## config.mk

```make
export PLATFORM = sky130hd
export DESIGN_NAME = fp32_mul_out_stage
export DESIGN_NICKNAME = d
export VERILOG_FILES = /design/src/rtl/fp32_mul_pkg.sv /design/src/rtl/fp32_mul_out_fifo.sv /design/src/rtl/fp32_mul_out_stage.sv
export SDC_FILE = /design/constraint.sdc
export NUM_CORES = 1
export LEC_CHECK = 0
export BUFFER_PORTS_ARGS = -buffer_cell sky130_fd_sc_hd__buf_2
export CAP_MARGIN = 30
export CORE_AREA = 4 4 111 113
export CTS_BUF_LIST = sky130_fd_sc_hd__clkbuf_8 sky130_fd_sc_hd__clkbuf_16
export DETAILED_ROUTE_END_ITERATION = 16
export DIE_AREA = 0 0 115 117
export PLACE_DENSITY = 0.67
export SLEW_MARGIN = 20
export SYNTH_ARGS = -nofsm -noshare
export SYNTH_HDL_FRONTEND = slang
export SYNTH_SLANG_ARGS = --single-unit
export TNS_END_PERCENT = 50
```

## constraint.sdc

```tcl
create_clock -name nvdla_core_clk -period 4.2 [get_ports nvdla_core_clk]
set_input_delay 0 -clock nvdla_core_clk [delete_from_list [all_inputs] [get_ports nvdla_core_clk]]
set_output_delay 0 -clock nvdla_core_clk [all_outputs]
set_load 0.005 [all_outputs]
```

## src/rtl/fp32_mul_pkg.sv

```systemverilog
// rtl/fp32_mul_pkg.sv - FP32 field layout, special encodings and flag indices for the multiplier output stage
package fp32_mul_pkg;

    localparam int SIGN_BIT = 31;
    localparam int EXP_W    = 8;
    localparam int EXP_LSB  = 23;
    localparam int MAN_W    = 23;

    localparam logic [EXP_W-1:0] EXP_MAX    = 8'hFF;
    localparam logic [31:0]      QNAN_CANON = 32'h7FC0_0000;

    localparam int FLAG_W    = 4;
    localparam int FLAG_NAN  = 3;
    localparam int FLAG_INF  = 2;
    localparam int FLAG_ZERO = 1;
    localparam int FLAG_DNRM = 0;

    localparam int ENTRY_W = 32 + FLAG_W;

    typedef struct packed {
        logic [FLAG_W-1:0] flags;
        logic [31:0]       data;
    } entry_t;

endpackage

```

## src/rtl/fp32_mul_out_fifo.sv

```systemverilog
// rtl/fp32_mul_out_fifo.sv - DEPTH-entry ring buffer with occupancy level; DEPTH need not be a power of two
module fp32_mul_out_fifo #(
    parameter int DEPTH = 2,
    parameter int WIDTH = 36,
    parameter int LVL_W = $clog2(DEPTH + 1)
) (
    input  logic             clk,
    input  logic             rst,
    input  logic             push,
    input  logic             pop,
    input  logic [WIDTH-1:0] wdata,
    output logic [WIDTH-1:0] rdata,
    output logic [LVL_W-1:0] lvl,
    output logic             full,
    output logic             empty
);

    localparam int PTR_W = (DEPTH > 1) ? $clog2(DEPTH) : 1;

    logic [WIDTH-1:0] mem [DEPTH];
    logic [PTR_W-1:0] wr_ptr;
    logic [PTR_W-1:0] rd_ptr;
    logic             do_push;
    logic             do_pop;

    function automatic logic [PTR_W-1:0] ptr_next(input logic [PTR_W-1:0] p);
        return (p == PTR_W'(DEPTH - 1)) ? '0 : p + PTR_W'(1);
    endfunction

    assign full    = (lvl == LVL_W'(DEPTH));
    assign empty   = (lvl == '0);
    assign do_push = push & ~full;
    assign do_pop  = pop & ~empty;
    assign rdata   = mem[rd_ptr];

    // Storage is cleared on reset so the head reads as zero until the first push.
    always_ff @(posedge clk) begin
        if (rst) begin
            wr_ptr <= '0;
            rd_ptr <= '0;
            lvl    <= '0;
            for (int i = 0; i < DEPTH; i++) begin
                mem[i] <= '0;
            end
        end else begin
            if (do_push) begin
                mem[wr_ptr] <= wdata;
                wr_ptr      <= ptr_next(wr_ptr);
            end
            if (do_pop) begin
                rd_ptr <= ptr_next(rd_ptr);
            end
            case ({do_push, do_pop})
                2'b10:   lvl <= lvl + LVL_W'(1);
                2'b01:   lvl <= lvl - LVL_W'(1);
                default: lvl <= lvl;
            endcase
        end
    end

endmodule

```

## src/rtl/fp32_mul_out_stage.sv

```systemverilog
// rtl/fp32_mul_out_stage.sv - classifies fp32 products, flushes denormals / canonicalises NaNs, buffers them for the next stage
module fp32_mul_out_stage
    import fp32_mul_pkg::*;
#(
    parameter int DEPTH = 2,
    parameter int CNT_W = 16,
    parameter int FTZ   = 1
) (
    input  logic                       nvdla_core_clk,
    input  logic                       nvdla_core_rst,
    input  logic [31:0]                chn_o_rsc_z,
    input  logic                       chn_o_rsc_lz,
    output logic                       chn_o_rsc_vz,
    output logic [31:0]                dout_pd,
    output logic [FLAG_W-1:0]          dout_flags,
    output logic                       dout_valid,
    input  logic                       dout_ready,
    input  logic                       cnt_clr,
    output logic [CNT_W-1:0]           nan_cnt,
    output logic [CNT_W-1:0]           inf_cnt,
    output logic [$clog2(DEPTH+1)-1:0] fifo_lvl
);

    logic [EXP_W-1:0] exp_f;
    logic [MAN_W-1:0] man_f;
    entry_t           cls;
    entry_t           head;
    logic             push;
    logic             pop;
    logic             full;
    logic             empty;

    assign exp_f = chn_o_rsc_z[EXP_LSB +: EXP_W];
    assign man_f = chn_o_rsc_z[MAN_W-1:0];

    always_comb begin
        cls.data  = chn_o_rsc_z;
        cls.flags = '0;
        if (exp_f == EXP_MAX) begin
            if (man_f != '0) begin
                cls.flags[FLAG_NAN] = 1'b1;
                cls.data            = QNAN_CANON;
            end else begin
                cls.flags[FLAG_INF] = 1'b1;
            end
        end else if (exp_f == '0) begin
            if (man_f != '0) begin
                cls.flags[FLAG_DNRM] = 1'b1;
                // A flushed denormal becomes a signed zero and is flagged as such.
                if (FTZ != 0) begin
                    cls.flags[FLAG_ZERO] = 1'b1;
                    cls.data             = {chn_o_rsc_z[SIGN_BIT], 31'b0};
                end
            end else begin
                cls.flags[FLAG_ZERO] = 1'b1;
            end
        end
    end

    // Ready comes from registered occupancy only, so full + pop still refuses a push.
    assign chn_o_rsc_vz = ~nvdla_core_rst & ~full;
    assign push         = chn_o_rsc_lz & chn_o_rsc_vz;
    assign dout_valid   = ~empty;
    assign pop          = dout_valid & dout_ready;

    fp32_mul_out_fifo #(
        .DEPTH (DEPTH),
        .WIDTH (ENTRY_W),
        .LVL_W ($clog2(DEPTH + 1))
    ) u_fifo (
        .clk   (nvdla_core_clk),
        .rst   (nvdla_core_rst),
        .push  (push),
        .pop   (pop),
        .wdata (cls),
        .rdata (head),
        .lvl   (fifo_lvl),
        .full  (full),
        .empty (empty)
    );

    assign dout_pd    = head.data;
    assign dout_flags = head.flags;

    always_ff @(posedge nvdla_core_clk) begin
        if (nvdla_core_rst || cnt_clr) begin
            nan_cnt <= '0;
            inf_cnt <= '0;
        end else if (push) begin
            if (cls.flags[FLAG_NAN] && (nan_cnt != '1)) begin
                nan_cnt <= nan_cnt + CNT_W'(1);
            end
            if (cls.flags[FLAG_INF] && (inf_cnt != '1)) begin
                inf_cnt <= inf_cnt + CNT_W'(1);
            end
        end
    end

endmodule

```

# ---- Word-level counts from Yosys, hierarchy flattened
# Memory sizes are Yosys's and may differ from the RTL's. A register that Yosys moved wholly into a read port is not among the register bits.
# Cells that the tools add are included.
dict set report word_totals {
  reg_bits 36
  latchBits 0
  ram_bits 72
  rom_bits 0
  inputBits 37
  output_inout_bits 72
  n_memories 1
}
dict set report op_classes {
  n_addsub 6
  n_mul 0
  n_div 0
  n_lt_le_gt_ge 0
  eq_ne 6
  shift 0
  muxes 21
  n_bitwise 8
  reduce_logical 10
}
# memory words word_bits read_ports rd_ports_with_merged_regs write_ports line
set mem_list {}
lappend mem_list {u_fifo.mem 2 36 1 1 2 fp32_mul_out_fifo.sv:20} ;# logic [WIDTH-1:0] mem [DEPTH];
# operator n
set ops {}
lappend ops {{two-way mux 32 bit} 2}
lappend ops {{two-way mux 36 bit} 1}
lappend ops {{OR reduction 36 bit} 1}
lappend ops {{two-way mux 34 bit} 1}
lappend ops {{two-way mux 33 bit} 1}
lappend ops {{adder 16 x 1 -> 16 bit (second input constant)} 2}
lappend ops {{inequality test 16 bit (second input constant)} 2}
lappend ops {{nonzero test 23 bit} 1}
lappend ops {{two-way mux 1 bit} 13}
lappend ops {{equality test 8 bit (second input constant)} 1}
lappend ops {{logical NOT 8 bit} 1}
lappend ops {{AND 1 bit} 5}
lappend ops {{equality test 2 bit (second input constant)} 2}
lappend ops {{two-way mux 2 bit} 2}
lappend ops {{case mux 2 bit (2 select lines)} 1}
lappend ops {{AND reduction 2 bit} 2}
lappend ops {{NOT 1 bit} 3}
lappend ops {{adder 1 bit (second input constant)} 2}
lappend ops {{adder 2 x 1 -> 2 bit (second input constant)} 1}
lappend ops {{equality test 2 x 1 -> 1 bit (second input constant)} 1}
lappend ops {{logical AND 1 bit} 2}
lappend ops {{logical NOT 2 bit} 1}
lappend ops {{nonzero test 2 bit} 1}
lappend ops {{subtractor 2 x 1 -> 2 bit (second input constant)} 1}
lappend ops {{logical OR 1 bit} 1}

# ---- Longest topological paths before layout
dict set report logic_depth {
  ltp_word 10
  depth_mapped 8
}

# ---- By module
# From an unflattened synthesis, not the netlist that was laid out.
dict set report unflattened {
  cells_unflattened 521
  hier_area_um2 5388.9
}
# module n_inst cells_per_inst area_each_um2 seq_area_each_um2
set modules_own_cells {}
lappend modules_own_cells {fp32_mul_out_fifo 1 258 3379.5 2262.2}
lappend modules_own_cells {fp32_mul_out_stage 1 263 2009.4 640.6}

# ---- Worst setup path before layout
# No wires, ideal clock.
dict set report synth_timing {
  path_kind {register to register}
  startpoint {register u_fifo.lvl[0]}
  endpoint {memory u_fifo.mem[1][0] (enable)}
  arrival_ns 1.906
  required_ns 3.801
  setup_slack_ns 1.895
  stages_incl_launch_ff 5
  n_path_buf 0
  synth_period_minus_slack_ns 2.305
  cell_sequence {dfxtp_1 > nor2b_2 > nor2_1 > nand2_1 > nand2b_1}
}
# item line
set synth_lines {}
lappend synth_lines {{start, declared} fp32_mul_out_fifo.sv:13} ;# output logic [LVL_W-1:0] lvl,
lappend synth_lines {{start signal, assigned} fp32_mul_out_fifo.sv:54} ;# 2'b10: lvl <= lvl + LVL_W'(1);
lappend synth_lines {{start signal, assigned} fp32_mul_out_fifo.sv:55} ;# 2'b01: lvl <= lvl - LVL_W'(1);
lappend synth_lines {{start signal, assigned} fp32_mul_out_fifo.sv:56} ;# default: lvl <= lvl;
lappend synth_lines {{end, declared} fp32_mul_out_fifo.sv:20}

# ---- Final worst setup path
dict set report layout_timing {
  startpoint {input port chn_o_rsc_z[0]}
  endpoint {register inf_cnt[14]}
}
dict set report layout_via {
  elab_chain_len 5
}
# item line
set layout_rtl {}
lappend layout_rtl {{start, declared} fp32_mul_out_stage.sv:11} ;# input logic [31:0] chn_o_rsc_z,
lappend layout_rtl {{nonzero test 23 bit} fp32_mul_out_stage.sv:40} ;# if (man_f != '0) begin
lappend layout_rtl {{two-way mux 1 bit} fp32_mul_out_stage.sv:40}
lappend layout_rtl {{two-way mux 2 bit} fp32_mul_out_stage.sv:39} ;# if (exp_f == EXP_MAX) begin
lappend layout_rtl {{logical AND 1 bit} fp32_mul_out_stage.sv:93} ;# if (cls.flags[FLAG_INF] && (inf_cnt != '1)) begin
lappend layout_rtl {{AND reduction 2 bit (no source line)} --}
lappend layout_rtl {{end signal, assigned} fp32_mul_out_stage.sv:94} ;# inf_cnt <= inf_cnt + CNT_W'(1);
lappend layout_rtl {{end, declared} fp32_mul_out_stage.sv:20} ;# output logic [CNT_W-1:0] inf_cnt,
# Every way passes these cells.
# A chain may end at the register's enable or synchronous reset.

==> key figures <==
Status
  – Status: complete, no violations

Yosys
  – Synth Register Bits: 109
  – Cell variety after synth: 36
  – Syn Area/Cell: 11.3 um^2
  – Most instantiated cells after synthesis: 72 x edfxtp_1, 54 x and2_1, 37 x dfxtp_1
  – Synth Instances: 440
  – Async S/R FF share, synth: 0%
  – Post-synth top area share: 43.3%
  – Cell Area, Synth: 4990 um^2
  – Synth area leader: edfxtp_1
  – Sequential area share after synthesis: 58.1%
  – Top FF cell, synth: edfxtp_1
  – Count leader, synth: edfxtp_1
  – Post-synth EDFFs: 72
  – Syn nets: 480
  – Synth warn: 0
  – Synth area leaders: edfxtp_1 43%, dfxtp_1 15%, mux2_2 8.1%

Route
  – WL/cell: 15.4 um
  – DR vias/cell: 5.30
  – Initial DRT Pass Iterations: 5
  – Post-detailed-route count of antenna-violating nets: 0
  – WL final: 11.1 mm
  – DR vias: 3,802
  – Initial drt markers: 157
  – # DRC: 0

Pwr
  – Power share of the combinational group: 17.3%
  – Internal power: 1900 uW
  – Clk pwr share: 32.0%
  – Pwr Density: 411 nW/um^2
  – Maximum resistive drop on vdd: 224 uV
  – Seq pwr share: 50.7%
  – Sw frac: 26.0%
  – P_leak: 0.00244 uW
  – Total power: 2570 uW
  – Net Switching: 669 uW

GRT
  – Vias in the first global route: 3,795
  – GR Util met3: 3.08%
  – First-pass GRT wire length: 18.1 mm
  – Largest net degree at the start of global routing: 37
  – Top Usage Layer GRT: met2
  – Met2 global-route usage: 27.2%
  – Initial antenna violation count: 0
  – Met1 GRT Util: 22.0%
  – Total track usage: 16.8%
  – GRT overflow: 0

Timing
  – Fin. max-slew vios: 0
  – FMAX: 0.393 GHz
  – Fin crit share: 60.5%
  – Setup_tns: 0 ns
  – Clock skew: 0.00752 ns
  – Final setup violation count: 0
  – Hold violation total from the final report: 0
  – Headroom to the max-slew limit: 38.1%
  – Final worst path period need: 2.54 ns
  – Unrepaired setup endpoints after global routing: false
  – Setup slack after layout: 1.66 ns
  – Worst Tran Pin Value: 0.929 ns

Clocking
  – Clk pin slew, worst setup/hold paths: 0.07 ns
  – Post-CTS Hold Buffers: 30
  – Post-CTS sizing: 0
  – CTS Buf Count: 9
  – Post-CTS setup buffer count: 0
  – Num Clock Sinks: 109
  – H-tree depth: 3
  – TritonCTS clock tree: yes
  – Max Root-Sink Buffers: 2
  – Worst-Skew Late Latency: 0.34 ns
  – CTS Root Cell: clkbuf_16

Run
  – Maxcap violations: 0

Floorplanning
  – IO Pins: 109
  – Starting Density: 44.1%
  – Placeable Area: 11,300 um^2
  – Num rows: 39
  – Die X: 115 um
  – DIE HEIGHT: 117 um
  – Die area: 13,500 um^2

Setup path
  – CP Capture Type: register
  – CP Launch Type: input port
  – Max FO, Critical Path: 30
  – Req. time, crit path: 4.47 ns
  – FF-to-FF setup slack: 1.81 ns
  – Worst R2R Start: u_fifo.lvl[0]
  – R2R depth: 4
  – R2R Path End: u_fifo.mem[1][17]
  – CP arrival: 2.81 ns
  – WS Path Type: in -> reg

Final layout
  – NumNets Final: 609
  – P&R area growth vs syn: 25.3%
  – Cell area after layout: 6260 um^2
  – Final cell count without fillers: 717
  – Layout cell share with drive strength beyond 1: 30.5%
  – N_diodes: 0

Min path
  – Hold path start: chn_o_rsc_z[25]
  – WHS Endpoint: u_fifo.mem[0][25]
  – Hold path cells: 2
  – Worst Hold Class: in -> reg

Place
  – DP HPWL: 7.61 mm
  – Dpl ws: 1.83 ns
  – Placed cells: 670
  – GPL Wtd Cong: 0.775
  – Input/output buffers: 108
  – Dpl cell area: 5640 um^2
[logic make-up after synthesis]
group                      Yosys count  share of synthesized area, %
and+or+nand+nor                    191                          21.9
xor gates and xnor gates             5                         0.877
buffers and inverters               28                          2.26
muxes                               37                          8.32
adders and majority gates            3                         0.752
AOI/OAI and AO/OA                   67                          7.74
DFF                                109                          58.1
[worst max-delay path, cell delays in order]
cell	delay [ns]
dlygate4sd3_1	0.55
buf_2	0.14
nor4_1	0.34
nand4_1	0.33
or4b_4	0.76
or4_1	0.53
a21oi_1	0.16
[area by class of cell]
class	instances	area (um^2)
clock buffer	9	225
clock inverter	7	65.1
fill	985	5060
inverter	5	18.8
multi-input combinational	303	1980
sequential	109	2900
tap	143	179
timing repair buffer	141	883
[how the worst max path moves through the flow]
| stage | end | start | slack [ns] |
|---|---|---|---|
| 2_1_floorplan | u_fifo.mem[1][0] | u_fifo.lvl[0] | 1.90 |
| 3_3_place_gp | inf_cnt[10] | chn_o_rsc_z[17] | 1.87 |
| 3_5_place_dp | u_fifo.mem[1][12] | u_fifo.lvl[0] | 1.83 |
| 4_1_cts | inf_cnt[14] | chn_o_rsc_z[17] | 1.67 |
| 5_1_grt | inf_cnt[10] | chn_o_rsc_z[17] | 1.46 |
| 6_report | inf_cnt[14] | chn_o_rsc_z[0] | 1.66 |
[registers in the layout, summed over array words and instances (netlist names), named ones only]
| signal | count |
|---|---|
| u_fifo.wr_ptr | 1 |
| u_fifo.rd_ptr | 1 |
| u_fifo.lvl | 2 |
| u_fifo.mem | 72 |
| inf_cnt | 16 |
| nan_cnt | 16 |
[stage by stage]
stage / hold WS, ns / util (%)
CTS: 0.000158 / 55.0
global route: 0.0200 / 55.3
global placement: 0.290 / 49.8
detailed placement: 0.304 / 49.8
floorplan: 0.188 / -
finish: 0.00947 / 55.3
[power groups by stage]
stage	sequential, uW	combinational [uW]	clock, uW
global placement	1330	421	0
finish	1300	445	824
floorplan	1270	293	0
global route	1320	489	891
CTS	1310	448	845
detailed placement	1330	423	0
[metal layers]
metal	vias to the layer above	wire, um	share of wire (%)
met5	-	0	0
met4	0	326	2.9
met3	21	562	5.1
met2	105	5260	48
met1	1783	4920	44
li1	1893	-	-
[cell usage in the layout (no fill, tap or decap), types with 9 or more instances in the layout]
cell type      count
a21oi_1           31
and2_1            54
buf_2            108
clkbuf_16          9
dfxtp_1           36
dlygate4sd3_1     30
edfxtp_1          72
mux2_2            36
nand2_1           21
nand3_1           14
nand4_1           11
nor2_1            28
o21ai_0           17
o31ai_1           12
or3_1             16
or4_1             14
Note: power is estimated with default switching activity, not from simulation.
